File: config.mk
export PLATFORM = sky130hd
export DESIGN_NAME = dmem_arbiter
export DESIGN_NICKNAME = d
export VERILOG_FILES = /design/src/rtl/dmem_arbiter.sv
export SDC_FILE = /design/constraint.sdc
export NUM_CORES = 1
export LEC_CHECK = 0
export CAP_MARGIN = 20
export CORE_UTILIZATION = 33
export CTS_BUF_LIST = sky130_fd_sc_hd__clkbuf_8 sky130_fd_sc_hd__clkbuf_16
export DETAILED_ROUTE_END_ITERATION = 6
export PLACE_DENSITY = 0.76
export SETUP_SLACK_MARGIN = 0.3
export SKIP_CTS_REPAIR_TIMING = 1
export SLEW_MARGIN = 25
export SYNTH_ARGS = -nofsm -noshare
export SYNTH_HDL_FRONTEND = slang
export SYNTH_SLANG_ARGS = --single-unit
File: constraint.sdc
create_clock -name clk_i -period 1.5 [get_ports clk_i]
set_input_delay 0.45 -clock clk_i [delete_from_list [all_inputs] [get_ports clk_i]]
set_output_delay 0.45 -clock clk_i [all_outputs]
set_load 0.01 [all_outputs]
File: src/rtl/dmem_arbiter.sv
// Data-memory sequencer shared by the MEM-stage CPU port and a debug/loader port.
// Round-robin arbitration on simultaneous requests; counts the fixed read latency.
module dmem_arbiter #(
  parameter int unsigned ADDR_W  = 5,
  parameter int unsigned LATENCY = 1
) (
  input  logic              clk_i,
  input  logic              rst_i,
  input  logic              cpu_req_i,
  input  logic              cpu_we_i,
  input  logic [31:0]       cpu_addr_i,
  input  logic [31:0]       cpu_wdata_i,
  output logic [31:0]       cpu_rdata_o,
  output logic              cpu_done_o,
  output logic              cpu_stall_o,
  input  logic              dbg_valid_i,
  output logic              dbg_ready_o,
  input  logic              dbg_we_i,
  input  logic [31:0]       dbg_addr_i,
  input  logic [31:0]       dbg_wdata_i,
  output logic [31:0]       dbg_rdata_o,
  output logic              dbg_done_o,
  output logic              mem_en_o,
  output logic              mem_we_o,
  output logic [ADDR_W-1:0] mem_addr_o,
  output logic [31:0]       mem_wdata_o,
  input  logic [31:0]       mem_rdata_i
);

  localparam int unsigned       CNT_W    = 2;
  localparam logic [CNT_W-1:0]  CNT_LOAD = CNT_W'(LATENCY - 1);
  localparam logic              PORT_CPU = 1'b0;
  localparam logic              PORT_DBG = 1'b1;

  typedef enum logic [1:0] {IDLE, ISSUE, WAIT, RESP} state_t;

  state_t             state_q, state_d;
  logic               owner_q, owner_d;
  logic               rr_q, rr_d;
  logic [CNT_W-1:0]   cnt_q, cnt_d;
  logic               mem_en_d, mem_we_d;
  logic [ADDR_W-1:0]  mem_addr_d;
  logic [31:0]        mem_wdata_d;
  logic               cpu_done_d, dbg_done_d;
  logic [31:0]        cpu_rdata_d, dbg_rdata_d;
  logic               grant_cpu, grant_dbg;
  logic               unused_addr_bits;

  // Byte-offset and out-of-range address bits are irrelevant for word access.
  assign unused_addr_bits = ^{cpu_addr_i[31:ADDR_W+2], cpu_addr_i[1:0],
                              dbg_addr_i[31:ADDR_W+2], dbg_addr_i[1:0]};

  assign grant_cpu   = cpu_req_i & ((rr_q == PORT_CPU) | ~dbg_valid_i);
  assign grant_dbg   = dbg_valid_i & ~grant_cpu;
  assign dbg_ready_o = (state_q == IDLE) & ~grant_cpu;
  assign cpu_stall_o = cpu_req_i & ~cpu_done_o;

  // Next-state and registered-output logic
  always_comb begin
    state_d     = state_q;
    owner_d     = owner_q;
    rr_d        = rr_q;
    cnt_d       = cnt_q;
    mem_en_d    = 1'b0;
    mem_we_d    = 1'b0;
    mem_addr_d  = mem_addr_o;
    mem_wdata_d = mem_wdata_o;
    cpu_done_d  = 1'b0;
    dbg_done_d  = 1'b0;
    cpu_rdata_d = cpu_rdata_o;
    dbg_rdata_d = dbg_rdata_o;
    case (state_q)
      IDLE: begin
        if (grant_cpu | grant_dbg) begin
          owner_d     = grant_dbg ? PORT_DBG : PORT_CPU;
          rr_d        = grant_dbg ? PORT_CPU : PORT_DBG;
          mem_en_d    = 1'b1;
          mem_we_d    = grant_dbg ? dbg_we_i : cpu_we_i;
          mem_addr_d  = grant_dbg ? dbg_addr_i[ADDR_W+1:2] : cpu_addr_i[ADDR_W+1:2];
          mem_wdata_d = grant_dbg ? dbg_wdata_i : cpu_wdata_i;
          state_d     = ISSUE;
        end
      end
      ISSUE: begin
        if (mem_we_o) begin
          cpu_done_d = (owner_q == PORT_CPU);
          dbg_done_d = (owner_q == PORT_DBG);
          state_d    = RESP;
        end else begin
          cnt_d   = CNT_LOAD;
          state_d = WAIT;
        end
      end
      WAIT: begin
        if (cnt_q == '0) begin
          if (owner_q == PORT_CPU) cpu_rdata_d = mem_rdata_i;
          else                     dbg_rdata_d = mem_rdata_i;
          cpu_done_d = (owner_q == PORT_CPU);
          dbg_done_d = (owner_q == PORT_DBG);
          state_d    = RESP;
        end else begin
          cnt_d = cnt_q - CNT_W'(1);
        end
      end
      RESP:    state_d = IDLE;
      default: state_d = IDLE;
    endcase
  end

  always_ff @(posedge clk_i) begin
    if (rst_i) begin
      state_q     <= IDLE;
      owner_q     <= PORT_CPU;
      rr_q        <= PORT_CPU;
      cnt_q       <= '0;
      mem_en_o    <= 1'b0;
      mem_we_o    <= 1'b0;
      mem_addr_o  <= '0;
      mem_wdata_o <= '0;
      cpu_done_o  <= 1'b0;
      dbg_done_o  <= 1'b0;
      cpu_rdata_o <= '0;
      dbg_rdata_o <= '0;
    end else begin
      state_q     <= state_d;
      owner_q     <= owner_d;
      rr_q        <= rr_d;
      cnt_q       <= cnt_d;
      mem_en_o    <= mem_en_d;
      mem_we_o    <= mem_we_d;
      mem_addr_o  <= mem_addr_d;
      mem_wdata_o <= mem_wdata_d;
      cpu_done_o  <= cpu_done_d;
      dbg_done_o  <= dbg_done_d;
      cpu_rdata_o <= cpu_rdata_d;
      dbg_rdata_o <= dbg_rdata_d;
    end
  end

endmodule

# Yosys cells after proc, flatten, opt, wreduce, memory -nomap -nowiden

Cells that the tools add are included.

Add/sub/neg operators: 1
Equal/unequal tests: 7
Muxes and demuxes: 19
Bitwise logic cells: 13
Reductions and logical operators: 10

Operators with widths:

| kind                                                  | number |
|---|---|
| two-way mux 32 bit                                    | 1 |
| two-way mux 1 bit                                     | 9 |
| AND reduction 3 bit                                   | 3 |
| two-way mux 2 bit                                     | 4 |
| one-hot mux 2 bit (4 select lines)                    | 1 |
| NOT 1 bit                                             | 7 |
| inequality test 2 bit, second input constant          | 3 |
| two-way mux 5 bit                                     | 1 |
| AND 1 bit                                             | 4 |
| == test 2 bit, second input constant                  | 2 |
| logical NOT 2 bit                                     | 2 |
| one-hot mux 1 bit (2 select lines)                    | 2 |
| one-hot mux 2 bit (2 select lines)                    | 1 |
| AND reduction 2 bit                                   | 2 |
| OR reduction 3 bit                                    | 1 |
| == test 2 x 1 -> 1 bit, second input constant         | 1 |
| inequality test 2 x 1 -> 1 bit, second input constant | 1 |
| bitwise OR 1 bit                                      | 2 |
| nonzero test 2 bit                                    | 1 |
| OR reduction 2 bit                                    | 1 |
| subtractor 2 x 1 -> 2 bit, second input constant      | 1 |

Bits in registers: 111

# Depth between registers and ports, before layout

Word-level depth: 8
Depth in mapped cells: 8

# Worst setup path before layout

OpenSTA, ideal clock, no wires.

Path kind: reg2reg
Start point: register state_q[0]
End point: register mem_wdata_o[10]
Library setup time: 122 ps
Arrival: 1500 ps
Required time: 1378 ps
Setup slack: -121 ps
Cell stages (with the launch flop): 9
Period minus slack after synthesis: 1621 ps
Path through: dfxtp_1 inv_1 ha_1 buf_2 o21a_1 buf_4 buf_2 nor3b_1 a221o_1

Cells in the longest elaborated chain, start to end: 2

RTL lines:

| item                                 | RTL line | RTL |
|---|---|---|
| start: declaration                   | 37       | `state_t state_q, state_d;` |
| start signal: assignment             | 125      | `state_q <= state_d;` |
| logical NOT 2 bit                    | 72       | `case (state_q)` |
| AND reduction 2 bit (no source line) | n/a      |  |
| end signal: assignment               | 132      | `mem_wdata_o <= mem_wdata_d;` |
| end: declaration                     | 26       | `output logic [31:0] mem_wdata_o,` |

No other way between the ends.
A chain may end at the register's enable or synchronous reset.

# Worst setup path in the final report

Start point: register state_q[0]
End point: output dbg_ready_o

Cells in the longest elaborated chain, start to end: 2

RTL lines:

| item              | RTL line | RTL |
|---|---|---|
| logical NOT 2 bit | 55       | `assign dbg_ready_o = (state_q == IDLE) & ~grant_cpu;` |
| AND 1 bit         | 55       |  |
| end: declaration  | 17       | `output logic dbg_ready_o,` |

No other way between the ends.

==> results.json <==
{
  "cts_tree": "built",
  "rr_worst_depth": 6,
  "drt_wl_total_mm": 14.88,
  "core_area_sq_um": 12620,
  "worstSetupStartpointType": "flip-flop",
  "syn_area_per_cell_sq_um": 9.111,
  "period_minus_slack_ns": 1.644,
  "rows": 41,
  "routed.top_layer": "met4",
  "setup_viol_count_final": 34,
  "wl_met2_mm": 7.429,
  "min_path_type": "flip-flop to flip-flop",
  "grt_pass1_wl_mm": 19.53,
  "dpl.hpwl_mm": 9.379,
  "drtAntennaViolNets": 0,
  "die_y_um": 115.8,
  "min_period_over_period_pct": 109.6,
  "power_frac_clock_pct": 23.2,
  "nets": 870,
  "io_pins": 273,
  "route.detailed.drc": 0,
  "max-slew-margin-rel_pct": 74.71,
  "netSwitchingPower_mw": 3.228,
  "internal_power_mw": 7.225,
  "grt_pass1_vias": 4155,
  "clk_latency_ns": 0.35,
  "setup_ws_ns": -0.1442,
  "dp_cells": 849,
  "switching_share_pct": 30.88,
  "dpl_cell_area_sq_um": 6775,
  "power_leakage_nw": 2.933,
  "ir_drop_mv": 0.7228,
  "final_area_sq_um": 7574,
  "fmax_mhz": 608.2,
  "drv_slew": 0,
  "fin_hold_ws_ns": 0.4609,
  "seqPwrFrac_pct": 38.3,
  "p_per_area_nw_per_um2": 1380,
  "grt_max_degree": 71,
  "cts_root_buf": "clkbuf_16",
  "cp.required_ns": 1.05,
  "gp_congestion": 0.7406,
  "first_pass_iters": 6,
  "rsz0062_at_grt": "true",
  "initial_core_util_pct": 33.86,
  "final_hold_viol_count": 0,
  "grt-ovfl-total": 0,
  "yosys_warnings": 0,
  "fill_cells": 1060,
  "ys_ff_latch": 111,
  "dp_slack_ns": -0.6955,
  "ys_types": 37,
  "wl_met3_mm": 1.458,
  "cp-end-kind": "output port",
  "syn_area_sq_um": 4273,
  "cts_buffers": 9,
  "vias_per_cell": 5.048,
  "synthCells": 469,
  "grt_use_total_pct": 18.84,
  "drt_iter0_drc": 320,
  "violations": "negative setup slack",
  "crit_type": "flip-flop to output port",
  "cts.sinks": 111,
  "antenna_found_initial": 0,
  "wl_met1_mm": 5.696,
  "syn_to_final_growth_pct": 77.25,
  "wl_per_cell_um": 17.00,
  "skew_ns": 0.005789,
  "die_w_um": 115.8,
  "dieArea_sq_um": 13410,
  "clk_pin_slew_ns": 0.07,
  "hold_path_depth": 2,
  "synth_fp_nets": 641,
  "path_max_fanout": 2,
  "status": "finished, violations left",
  "final_layout_size_suffix_gt1_share_pct": 41.39,
  "n_antenna_cell": 0,
  "vias": 4417,
  "port_buffers": 218,
  "ctsHtreeMaxLevel": 3,
  "drv_cap": 0,
  "arrival_ns": 1.19,
  "yosysSeqAreaShare_pct": 52.01,
  "clockBufferDepth": 2,
  "stdcell_count": 875,
  "pwr-share-comb_pct": 38.5,
  "tightest_slew_ns": 0.3759
}
==> sequential cells by signal, indices dropped and copies added, names as in the netlist, 2 cells and up <==
register,cells
dbg_rdata_o,32
state_q,2
cpu_rdata_o,32
cnt_q,2
mem_wdata_o,32
mem_addr_o,5
==> synth_stat cells <==
library cell | number | area [sq um]
o21ai_0 | 1 | 5.000
nor3b_1 | 38 | 285.3
buf_8 | 3 | 45.04
a21o_1 | 1 | 7.510
a221o_1 | 37 | 370.4
and2_1 | 2 | 12.51
clkbuf_1 | 15 | 56.30
inv_1 | 5 | 18.77
a311oi_1 | 1 | 8.760
nand2b_2 | 1 | 8.760
buf_4 | 1 | 7.510
o311ai_0 | 2 | 17.52
mux2i_1 | 2 | 20.02
nor2b_1 | 2 | 12.51
buf_1 | 4 | 15.01
nand3_1 | 4 | 20.02
and3b_1 | 1 | 8.760
a21oi_1 | 66 | 330.3
nand3b_1 | 1 | 7.510
buf_6 | 4 | 45.04
dfxtp_1 | 111 | 2222
a32oi_1 | 1 | 8.760
buf_2 | 11 | 55.05
nor4_1 | 1 | 6.260
nor3_1 | 2 | 10.01
inv_2 | 1 | 3.750
ha_1 | 6 | 75.07
and4_4 | 1 | 11.26
a21boi_0 | 1 | 7.510
a2111oi_0 | 1 | 8.760
o41ai_1 | 1 | 8.760
nor2_1 | 4 | 15.01
nor3b_4 | 1 | 18.77
and3_1 | 1 | 6.260
o21a_1 | 1 | 7.510
or3_1 | 1 | 6.260
nand2_1 | 133 | 499.2
==> worst max-delay path, cell delays in order, from the launching register on <==
cell	delay (ns)
dfxtp_2	0.32
inv_2	0.07
ha_4	0.14
a21boi_2	0.16
buf_2	0.15
==> stage by stage <==
step	utilization, %	setup TNS (ns)	power [mW]
2_1_floorplan	-	0	5.568
3_3_place_gp	53.69	-24.61	7.296
3_5_place_dp	53.69	-25.98	7.385
4_1_cts	56.06	-30.95	9.800
5_1_grt	60.01	-5.164	10.95
6_report	60.01	-0.6462	10.45
==> worst paths after layout <==
check,startpoint,to,slack (ns)
setup reg to reg,state_q[0]$_SDFFE_PP0P_,state_q[0]$_SDFFE_PP0P_,-0.08
hold reg to reg,dbg_rdata_o[7]$_SDFFE_PP0P_,dbg_rdata_o[7]$_SDFFE_PP0P_,0.46
hold / removal,dbg_rdata_o[7]$_SDFFE_PP0P_,dbg_rdata_o[7]$_SDFFE_PP0P_,0.46
setup / recovery,state_q[0]$_SDFFE_PP0P_,dbg_ready_o,-0.14
==> cell type report <==
cell class,count,area (sq um),area share (%)
timing repair buffer,255,2749,36.30
multi-input combinational,315,1928,25.46
inverter,6,27.53,0.3635
clock inverter,6,60.06,0.7930
clock buffer,10,239.0,3.155
sequential,111,2355,31.09
tap,172,215.2,2.842
==> layer usage <==
metal,GRT usage (%),vias up
met1,20.78,2064
met5,0,-
met3,7.061,26
li1,-,2103
met4,6.752,0
met2,33.06,224
==> cells by family after synthesis <==
kind of cell / count (synthesis) / synth area share (%)
mux: 2 / 0.4685
simple gates: 193 / 21.73
flops: 111 / 52.01
buf+inv: 44 / 5.768
fa+ha+maj: 6 / 1.757
compound gates: 113 / 18.27
==> layout by cell type, fill, tap and decap left out, types with 5 or more instances in the layout <==
cell / instances
buf_6: 105
dfxtp_1: 5
clkbuf_16: 14
a221o_1: 37
buf_4: 25
buf_12: 7
nor3b_1: 38
nand2_1: 131
a21oi_1: 63
clkdlybuf4s50_1: 108
inv_1: 5
dfxtp_2: 106
==> power groups by stage <==
stage | registers [mW] | logic [mW] | clock network, mW
floorplan | 4.06 | 1.51 | 0
finish | 4.00 | 4.03 | 2.43
CTS | 3.79 | 3.55 | 2.46
global placement | 3.84 | 3.46 | 0
global route | 4.07 | 4.30 | 2.59
detailed placement | 3.86 | 3.53 | 0
Power figures use the tool's default switching activity.
